**src/rtl/logic_unit_pipe.sv**
```systemverilog
// Two-stage valid/ready bitwise logic unit (AND/OR/NAND/NOR/XOR/XNOR/NOT a/PASS a) with result flags.
// Optional saturating completed-transaction counter enabled by defining LOGIC_UNIT_PIPE_CNT_EN.
module logic_unit_pipe #(
  parameter int WIDTH = 8,
  parameter int CNT_W = 16
) (
  input  logic             clk,
  input  logic             rst,
  input  logic             in_valid,
  output logic             in_ready,
  input  logic [WIDTH-1:0] a,
  input  logic [WIDTH-1:0] b,
  input  logic [2:0]       op,
  output logic             out_valid,
  input  logic             out_ready,
  output logic [WIDTH-1:0] y,
  output logic             zero,
  output logic             ones,
  output logic             parity,
  output logic [CNT_W-1:0] count
);

  // Handshake rule: a beat transfers on a rising edge where valid && ready.
  // Each stage advances when it is empty or the stage after it is advancing,
  // so in_ready depends combinationally on out_ready.
  logic             s1_valid;
  logic [WIDTH-1:0] s1_a;
  logic [WIDTH-1:0] s1_b;
  logic [2:0]       s1_op;
  logic             s2_valid;
  logic             s1_adv;
  logic             s2_adv;
  logic [WIDTH-1:0] f;

  assign s2_adv    = !s2_valid || out_ready;
  assign s1_adv    = !s1_valid || s2_adv;
  assign in_ready  = s1_adv;
  assign out_valid = s2_valid;

  always_comb begin
    f = '0;
    case (s1_op)
      3'd0:    f = s1_a & s1_b;
      3'd1:    f = s1_a | s1_b;
      3'd2:    f = ~(s1_a & s1_b);
      3'd3:    f = ~(s1_a | s1_b);
      3'd4:    f = s1_a ^ s1_b;
      3'd5:    f = ~(s1_a ^ s1_b);
      3'd6:    f = ~s1_a;
      default: f = s1_a;
    endcase
  end

  always_ff @(posedge clk) begin
    if (rst) begin
      s1_valid <= 1'b0;
      s1_a     <= '0;
      s1_b     <= '0;
      s1_op    <= '0;
    end else if (s1_adv) begin
      s1_valid <= in_valid;
      if (in_valid) begin
        s1_a  <= a;
        s1_b  <= b;
        s1_op <= op;
      end
    end
  end

  // y and flags only update with a real beat, so they keep describing the last result after a drain.
  always_ff @(posedge clk) begin
    if (rst) begin
      s2_valid <= 1'b0;
      y        <= '0;
      zero     <= 1'b1;
      ones     <= 1'b0;
      parity   <= 1'b0;
    end else if (s2_adv) begin
      s2_valid <= s1_valid;
      if (s1_valid) begin
        y      <= f;
        zero   <= (f == '0);
        ones   <= (f == '1);
        parity <= ^f;
      end
    end
  end

`ifdef LOGIC_UNIT_PIPE_CNT_EN
  logic [CNT_W-1:0] cnt;

  always_ff @(posedge clk) begin
    if (rst) begin
      cnt <= '0;
    end else if (s2_valid && out_ready && (cnt != '1)) begin
      cnt <= cnt + 1'b1;
    end
  end

  assign count = cnt;
`else
  assign count = '0;
`endif

endmodule

```
**config.mk**
```make
export PLATFORM = sky130hd
export DESIGN_NAME = logic_unit_pipe
export DESIGN_NICKNAME = d
export VERILOG_FILES = /design/src/rtl/logic_unit_pipe.sv
export SDC_FILE = /design/constraint.sdc
export NUM_CORES = 1
export LEC_CHECK = 0
export ABC_AREA = 0
export BUFFER_PORTS_ARGS = -buffer_cell sky130_fd_sc_hd__buf_2
export CAP_MARGIN = 25
export CORE_MARGIN = 2
export CORE_UTILIZATION = 54
export CTS_CLUSTER_DIAMETER = 200
export DETAILED_ROUTE_END_ITERATION = 12
export PLACE_DENSITY = 0.8
export SLEW_MARGIN = 20
export SYNTH_ARGS = -nofsm -noshare
export SYNTH_HDL_FRONTEND = slang
export SYNTH_SLANG_ARGS = --single-unit
```
**constraint.sdc**
```tcl
create_clock -name clk -period 3.01 [get_ports clk]
set_input_delay 0.1505 -clock clk [delete_from_list [all_inputs] [get_ports clk]]
set_output_delay 0.1505 -clock clk [all_outputs]
set_load 0.02 [all_outputs]
```
==> results of run 1 <==
worst register-to-register path, cell delays in order, from the launching register on:
cell and delay, ns:
dfxtp_1 0.40, inv_1 0.06, ha_1 0.30, mux2_2 0.26
mux4_2 0.49, ha_1 0.30, xor2_1 0.17, xnor2_1 0.22
xnor2_2 0.10, a2111o_1 0.38, nand3_1 0.06
final cells by class:
class,instances,area [um2],share of cell area
clock buffers,8,90.1,0.0360
inverters,21,78.8,0.0315
multi-input cells,208,1410,0.561
flip-flops and latches,32,641,0.256
well taps,50,62.6,0.0250
repair buffers,42,228,0.0909
layer usage:
metal | global-route usage | vias to the layer above | share of wire
li1 | - | 969 | -
met1 | 0.259 | 836 | 0.45
met2 | 0.345 | 46 | 0.47
met3 | 0.0536 | 14 | 0.045
met4 | 0.110 | 0 | 0.031
met5 | 0 | - | 0
sequential cells by signal, summed over array words and instances, names as in the netlist:
signal and flops:
s1_a 8, s1_b 8, y 8, s1_op 3, ones 1, out_valid 1, parity 1, s1_valid 1
zero 1
layout by cell type (no fill, tap or decap), types with 3 or more instances in the layout:
cell type,netlist,final
nand2_1,47,47
buf_2,6,35
dfxtp_1,32,32
a21oi_1,29,29
inv_1,21,21
ha_1,21,21
nor2_1,17,17
conb_1,1,16
mux2i_1,14,14
nor2b_1,7,7
buf_4,16,7
clkbuf_8,0,6
xnor2_1,4,4
a211oi_1,4,4
xor2_1,3,3
and2_1,3,3
nand4_1,3,3
nand3_1,3,3
path summary, 6_finish.rpt:
check                           depth (start not counted)     from      end
worst max-delay path                                   10  s1_a[3]   parity
worst min-delay path                                    3     b[0]  s1_b[0]
worst max register to register                         10  s1_a[3]   parity
worst min register to register                          2     ones     ones
kinds of logic after synthesis:
group,after synthesis,share of synthesized area
AND/OR/NAND/NOR,92,0.185
buffers and inverters,54,0.125
AO/OA/AOI/OAI,51,0.152
flip-flops,32,0.282
adder cells (fa/ha/maj),21,0.116
multiplexers,20,0.105
XOR/XNOR,8,0.0341
other,1,0.00165
stage by stage:
stage,hold WS (ns),std cells,total power [mW]
2_1_floorplan,0.268,294,0.727
3_3_place_gp,0.383,353,0.767
3_5_place_dp,0.392,353,0.775
4_1_cts,0.0879,361,1.11
5_1_grt,0.0950,361,1.17
6_report,0.0872,361,1.11
power groups by stage:
stage,clock [mW],sequential [mW],combinational [mW]
final,0.343,0.473,0.293
after global routing,0.364,0.477,0.333
after CTS,0.346,0.473,0.294
after detailed placement,0,0.482,0.293
after global placement,0,0.481,0.286
after floorplan,0,0.488,0.240
==> impl_metrics.toml, run 1 <==
[final_layout]
fillers = 370
antenna_cells = 0
synthToLayoutAreaGrowth_pct = 10.1
nNetsFinal = 354
layout-drive-gt1-share = 0.190
design_area_um2 = 2500
final_util = 0.622

[power]
power.density_nw_per_um2 = 443
p_seq_frac = 0.426
power.leakage_nw = 1.14
share_comb_of_total_power = 0.264
switching_power_mw = 0.348
switching_share = 0.314
p_int_mw = 0.762
vdd_drop_max_mv = 0.339
clock_power_share = 0.309

[clocking]
path_clk_slew_ns = 0.07
clockRootBuffer = "clkbuf_8"
ctsHoldBuffers = 0
postCtsSetupBuffers = 0
clock_latency_ns = 0.29
clock-sinks = 32
cts.path.max_buffers = 2
cts-buffers-inserted = 5
htreeDepth = 2
cts_resized = 0
cts_tree = "done"

[place]
gp_congestion = 0.866
port_buffers = 35
dpl.hpwl_mm = 3.24
pre_cts_slack_ns = 0.223
place_area_um2 = 2410

[grt]
grt_pass1_wl_mm = 7.35
grt_pass1_vias = 1674
overflow = 0
globalRouteTotalUtil = 0.213
antenna_found_initial = 0
grt_max_degree = 35

[critical_path]
crit_slowest_cell = "mux4_2"
cp.required_ns = 3.24
crit_type = "reg -> reg"
critPathBufInv = 1
crit_fanout = 5
cp_top_family = "multiplexers"
rrSetupSlack_ns = 0.21
end_kind = "register"
critPathMostFrequentCell = "ha_1"
cp_slowest_stage_delay_ns = 0.49
critPathArrivalTime_ns = 3.03
crit_chain = "inv_1 > ha_1 > mux2_2 > mux4_2 > ha_1 > xor2_1 > xnor2_1 > xnor2_2 > a2111o_1 > nand3_1"
start_kind = "register"

[detailed_routing]
detailroute.via_count = 1865
wire_per_inst_um = 12.0
drt_first_pass_iters = 4
routed_wl_mm = 4.35
viasPerCell = 5.17
drtAntennaViolNets = 0
drt_iter0_drc = 63
drc_errors = 0

[yosys]
syn-instance-count = 279
synth_seq_cells = 32
avgSynthCellArea_um2 = 8.15
synth_area_um2 = 2270
ys.flop_type = "dfxtp_1"
synth_top_area_cell = "dfxtp_1"
synth.distinct_cells = 45
synth_most_common_cell = "nand2_1"
synth-async-reset-ratio = 0
netlist_top_cells_count = "nand2_1 (47), dfxtp_1 (32), a21oi_1 (29)"
synth_seq_area_share = 0.282
yosys.area.top_type_share = 0.282
ys_warn_count = 0
synth-edff-count = 0
synthTopCellsByArea = "dfxtp_1 (28%), ha_1 (12%), nand2_1 (7.8%)"

[sta]
tns_ns = 0
worst_slack_ns = 0.206
drv_slew = 0
slew_headroom = 0.554
finClkSkew_ns = 0.00806
grt_setup_unrepaired = "no"
post-route-period-util = 0.931
setup_viol = 0
tightestPinTransition_ns = 0.668
max_freq_mhz = 357
period_needed_ns = 2.80
hold_viol_final = 0

[floorplanning]
die_area_um2 = 4750
die_h_um = 68.9
die_w_um = 68.9
rows = 23
core_um2 = 4030
start_util = 0.565
ioPinCount = 52

[run_status]
status = "complete, no violations"

[hold_path]
min_path_type = "in -> reg"

[run]
maxCapViolations = 0
Power figures use the tool's default switching activity.
==> run 2: changes to the inputs <==
--- a/config.mk
+++ b/config.mk
@@ -6,13 +6,13 @@
 export NUM_CORES = 1
 export LEC_CHECK = 0
 export ABC_AREA = 0
-export BUFFER_PORTS_ARGS = -buffer_cell sky130_fd_sc_hd__buf_2
 export CAP_MARGIN = 25
 export CORE_MARGIN = 2
-export CORE_UTILIZATION = 54
+export CORE_UTILIZATION = 63
 export CTS_CLUSTER_DIAMETER = 200
 export DETAILED_ROUTE_END_ITERATION = 12
-export PLACE_DENSITY = 0.8
+export DONT_BUFFER_PORTS = 1
+export PLACE_DENSITY_LB_ADDON = 0.25
 export SLEW_MARGIN = 20
 export SYNTH_ARGS = -nofsm -noshare
 export SYNTH_HDL_FRONTEND = slang
==> run 2 against run 1 <==
- non-clock buffer count is 14 lower
- first-iteration DRC count grew 79%
- setup slack got worse by 0.015 ns
- maximum frequency decreased by 0.53%
==> impl_metrics.toml, run 2 (synthesis gave the netlist of run 1 again) <==
[run_status]
status = "complete, no violations"

[sta]
finClkSkew_ns = 0.00732
tightestPinTransition_ns = 0.757
tns_ns = 0
setup_viol = 0
post-route-period-util = 0.936
max_freq_mhz = 355
period_needed_ns = 2.82
grt_setup_unrepaired = "no"
drv_slew = 0
slew_headroom = 0.494
hold_viol_final = 0

[final_layout]
nNetsFinal = 340
layout-drive-gt1-share = 0.0909
synthToLayoutAreaGrowth_pct = 12.1
reg.largest.list = "s1_a (8), s1_b (8), y (8)"
final_common_cell = "nand2_1"
antenna_cells = 0
layout_common_cells = "nand2_1 (47), dfxtp_1 (32), a21oi_1 (29), inv_1 (21), ha_1 (21)"
design_area_um2 = 2550

[detailed_routing]
drc_errors = 0
viasPerCell = 5.40
detailroute.via_count = 1853
routed_wl_mm = 4.62
drt_iter0_drc = 113
wire_per_inst_um = 13.5
drt_first_pass_iters = 5
wl_met1_mm = 2.06
route.top_layer_used = "met4"
met2WireLength_mm = 2.28
met3_length_um = 209
drtAntennaViolNets = 0

[floorplanning]
rows = 21
start_util = 0.671
die_h_um = 64.1
die_area_um2 = 4110
ioPinCount = 52
die_w_um = 64.1
core_um2 = 3390

[clocking]
clockRootBuffer = "clkbuf_4"
clock_latency_ns = 0.34
cts_tree = "done"
ctsHoldBuffers = 21
clock-sinks = 32
postCtsSetupBuffers = 0
htreeDepth = 2
cts_resized = 0
cts-buffers-inserted = 5
cts.path.max_buffers = 2
path_clk_slew_ns = 0.10

[power]
power.leakage_nw = 1.09
vdd_drop_max_mv = 0.355
power.density_nw_per_um2 = 448

[grt]
antenna_found_initial = 0
grt_pass1_wl_mm = 7.86
globalRouteTotalUtil = 0.249
grt_pass1_vias = 1787
overflow = 0
grt_max_degree = 34

[critical_path]
crit_type = "reg -> reg"
start_kind = "register"
critPathArrivalTime_ns = 3.11
rr_worst_depth = 10
cp.required_ns = 3.30
crit_fanout = 5
rrSetupSlack_ns = 0.19
end_kind = "register"
timing.rr.start = "s1_a[3]"
rr_endpoint = "parity"

[place]
dpl.hpwl_mm = 3.07
place_area_um2 = 2230
gp_congestion = 0.803
port_buffers = 0

[hold_path]
worstHoldStart = "rst"
min_path_type = "in -> reg"
min_path_cells = 3
whs_endpoint = "parity"

[run]
maxCapViolations = 0
[run 2: worst max-delay path, stage by stage, from the launching register on]
cell      delay, ns
dfxtp_1        0.40
inv_1          0.06
ha_1           0.31
mux2_2         0.27
mux4_2         0.49
ha_1           0.30
xor2_1         0.17
xnor2_1        0.23
xnor2_2        0.10
a2111o_1       0.38
nand3_1        0.06
[run 2: metal layers]
metal  vias up  GRT usage
met5         -          0
met1       858      0.293
met2        51      0.440
met4         0     0.0824
li1        936          -
met3         8     0.0651
[run 2: where the power goes]
| group | switching (mW) | total [mW] | internal, mW |
|---|---|---|---|
| Clock | 0.152 | 0.372 | 0.220 |
| Sequential | 0.0358 | 0.485 | 0.449 |
| Combinational | 0.156 | 0.286 | 0.130 |
| Total | 0.343 | 1.14 | 0.800 |
[run 2: layout make-up]
cell class | instances | area [um2]
Fill cell | 250 | 840
Inverter | 21 | 78.8
Clock buffer | 7 | 65.1
Tap cell | 46 | 57.6
Sequential cell | 32 | 641
Timing Repair Buffer | 28 | 273
Multi-Input combinational cell | 208 | 1410
Clock inverter | 1 | 30.0
[run 2: through the flow]
step	hold WS (ns)	instances	total power, mW	util	worst slack (ns)
3_5_place_dp	0.224	314	0.746	0.659	0.221
6_report	0.0169	343	1.14	0.752	0.191
2_1_floorplan	0.268	294	0.727	-	0.339
3_3_place_gp	0.223	314	0.740	0.659	0.268
4_1_cts	0.0123	343	1.15	0.752	0.183
5_1_grt	0.0388	343	1.20	0.752	0.0708
[run 2: how the worst max path moves through the flow]
stage / from / to / slack (ns) / depth (start not counted)
final: s1_a[3] / parity / 0.19 / 10
after global routing: s1_a[3] / parity / 0.07 / 10
after CTS: s1_a[3] / parity / 0.18 / 10
after detailed placement: s1_a[3] / parity / 0.22 / 10
after global placement: s1_a[3] / parity / 0.27 / 10
after floorplan: s1_a[3] / parity / 0.34 / 10
==> run 3: changes to the inputs <==
--- a/config.mk
+++ b/config.mk
@@ -7,12 +7,13 @@
 export LEC_CHECK = 0
 export ABC_AREA = 0
 export CAP_MARGIN = 25
+export CORE_ASPECT_RATIO = 1.2
 export CORE_MARGIN = 2
 export CORE_UTILIZATION = 63
 export CTS_CLUSTER_DIAMETER = 200
 export DETAILED_ROUTE_END_ITERATION = 12
 export DONT_BUFFER_PORTS = 1
-export PLACE_DENSITY_LB_ADDON = 0.25
+export PLACE_DENSITY = 0.78
 export SLEW_MARGIN = 20
 export SYNTH_ARGS = -nofsm -noshare
 export SYNTH_HDL_FRONTEND = slang
==> run 3 against run 2 <==
- the flow now finishes with violations (design-rule violations)
- register-to-register slack lost 0.02 ns
- clock power fell by 8.3%
- combinational power fell by 2%
- clock-buffer cell count shrank 1
- final area fell by 2.7%
- hold slack lost 0.011 ns
- largest power group unchanged
==> impl_metrics.toml, run 3 (synthesis gave the netlist of run 1 again) <==
[critical_path]
crit_type = "reg -> reg"
rr_endpoint = "parity"
cp_top_family = "multiplexers"
rrSetupSlack_ns = 0.17
end_kind = "register"
critPathArrivalTime_ns = 3.07
crit_slowest_cell = "mux4_2"
start_kind = "register"
cp.depth = 10
timing.rr.start = "s1_a[3]"
crit_chain = "inv_1 > ha_1 > mux2_2 > mux4_2 > ha_1 > xor2_1 > xnor2_1 > xnor2_2 > a2111o_1 > nand3_1"
crit_fanout = 5
endpoint = "parity"
critPathBufInv = 1
startpoint = "s1_a[3]"
cp.required_ns = 3.24
critPathMostFrequentCell = "ha_1"
rr_worst_depth = 10
cp_slowest_stage_delay_ns = 0.49

[place]
pre_cts_slack_ns = 0.0856
gp_congestion = 0.814
port_buffers = 0
place_area_um2 = 2240
dpl.hpwl_mm = 3.05

[final_layout]
synthToLayoutAreaGrowth_pct = 9.02
antenna_cells = 0
final_common_cell = "nand2_1"
design_area_um2 = 2480
nNetsFinal = 334
layout_common_cells = "nand2_1 (47), dfxtp_1 (32), a21oi_1 (29), inv_1 (21), ha_1 (21)"
layout-drive-gt1-share = 0.0962
reg.largest.list = "s1_a (8), s1_b (8), y (8)"

[detailed_routing]
detailroute.via_count = 1792
drt_first_pass_iters = 8
drtAntennaViolNets = 0
drc_errors = 4
wire_per_inst_um = 13.5
viasPerCell = 5.46
routed_wl_mm = 4.42
drt_iter0_drc = 116

[grt]
grtUsageMet2 = 0.402
grt_max_degree = 36
grt_most_used_layer = "met2"
antenna_found_initial = 0
grt_pass1_vias = 1717
globalRouteTotalUtil = 0.233
use_met3 = 0.0597
overflow = 0
met1_usage = 0.266
grt_pass1_wl_mm = 7.38

[floorplanning]
die_h_um = 69.8
die_w_um = 58.9
core_um2 = 3400
start_util = 0.670
rows = 23
die_area_um2 = 4110
ioPinCount = 52

[power]
p_int_mw = 0.757
vdd_drop_max_mv = 0.328
power.leakage_nw = 1.07
p_seq_frac = 0.440
clock_power_share = 0.309
share_comb_of_total_power = 0.252
switching_power_mw = 0.349
switching_share = 0.315
total_power_mw = 1.11
power.density_nw_per_um2 = 446

[sta]
drv_slew = 0
grt_setup_unrepaired = "no"
tightestPinTransition_ns = 0.668
period_needed_ns = 2.84
worst_slack_ns = 0.166
slew_headroom = 0.555
max_freq_mhz = 352
setup_viol = 0
hold_viol_final = 0
finClkSkew_ns = 0.00427
tns_ns = 0
post-route-period-util = 0.945

[clocking]
clockRootBuffer = "clkbuf_8"
path_clk_slew_ns = 0.07
cts.path.max_buffers = 2
clock-sinks = 32
cts_tree = "done"
postCtsSetupBuffers = 0
cts-buffers-inserted = 5
clock_latency_ns = 0.29
htreeDepth = 2

[run_status]
status = "complete, but fails checks"
violations = "design-rule violations"

[run]
maxCapViolations = 0

[hold_path]
min_path_type = "in -> reg"
run 3: changes by cell type in the layout (fill, tap and decap cells not counted), sizes merged:
cell         before  now
bufinv            1    0
clkinv            0    2
dlygate4sd3      20   14
clkbuf            7    6
run 3: how the worst min path moves through the flow:
stage,startpoint,end,slack [ns],depth (start not counted)
4_1_cts,op[0],s1_op[0],0.001,2
3_5_place_dp,rst,y[0],0.22,1
2_1_floorplan,in_valid,s1_valid,0.27,2
6_report,a[0],s1_a[0],0.006,2
5_1_grt,op[0],s1_op[0],0.01,2
3_3_place_gp,rst,ones,0.22,1
run 3: power groups by stage:
stage | Clock, mW | Sequential, mW | Combinational (mW)
after floorplan | 0 | 0.488 | 0.240
after detailed placement | 0 | 0.496 | 0.255
final | 0.341 | 0.486 | 0.279
after global placement | 0 | 0.494 | 0.246
after CTS | 0.348 | 0.486 | 0.277
after global routing | 0.370 | 0.489 | 0.310
run 3: through the flow:
| step | std cells | util | hold WS, ns |
|---|---|---|---|
| 6_report | 328 | 0.730 | 0.00579 |
| 3_3_place_gp | 305 | 0.658 | 0.222 |
| 5_1_grt | 328 | 0.730 | 0.0122 |
| 3_5_place_dp | 305 | 0.658 | 0.224 |
| 2_1_floorplan | 294 | - | 0.268 |
| 4_1_cts | 328 | 0.730 | 0.00125 |
run 3: area by class of cell:
cell class / count / area (um2)
Sequential cell: 32 / 641
Tap cell: 37 / 46.3
Fill cell: 284 / 916
Inverter: 21 / 78.8
Clock buffer: 6 / 82.6
Timing Repair Buffer: 22 / 210
Clock inverter: 2 / 10.0
Multi-Input combinational cell: 208 / 1410
run 3: what timing repair did:
| item | CTS | global route |
|---|---|---|
| endpoints found under the hold margin | 31 | 0 |
| gates resized for setup | 0 | 2 |
| setup endpoints to repair | 0 | 1 |
| hold buffers | 15 | 0 |
run 3: per-layer routing:
metal / part of all wire / vias to the layer above / wire [um]
met1: 0.43 / 804 / 1900
met3: 0.047 / 7 / 207
met4: 0.014 / 0 / 62
met5: 0 / - / 0
met2: 0.51 / 59 / 2250
li1: - / 922 / -
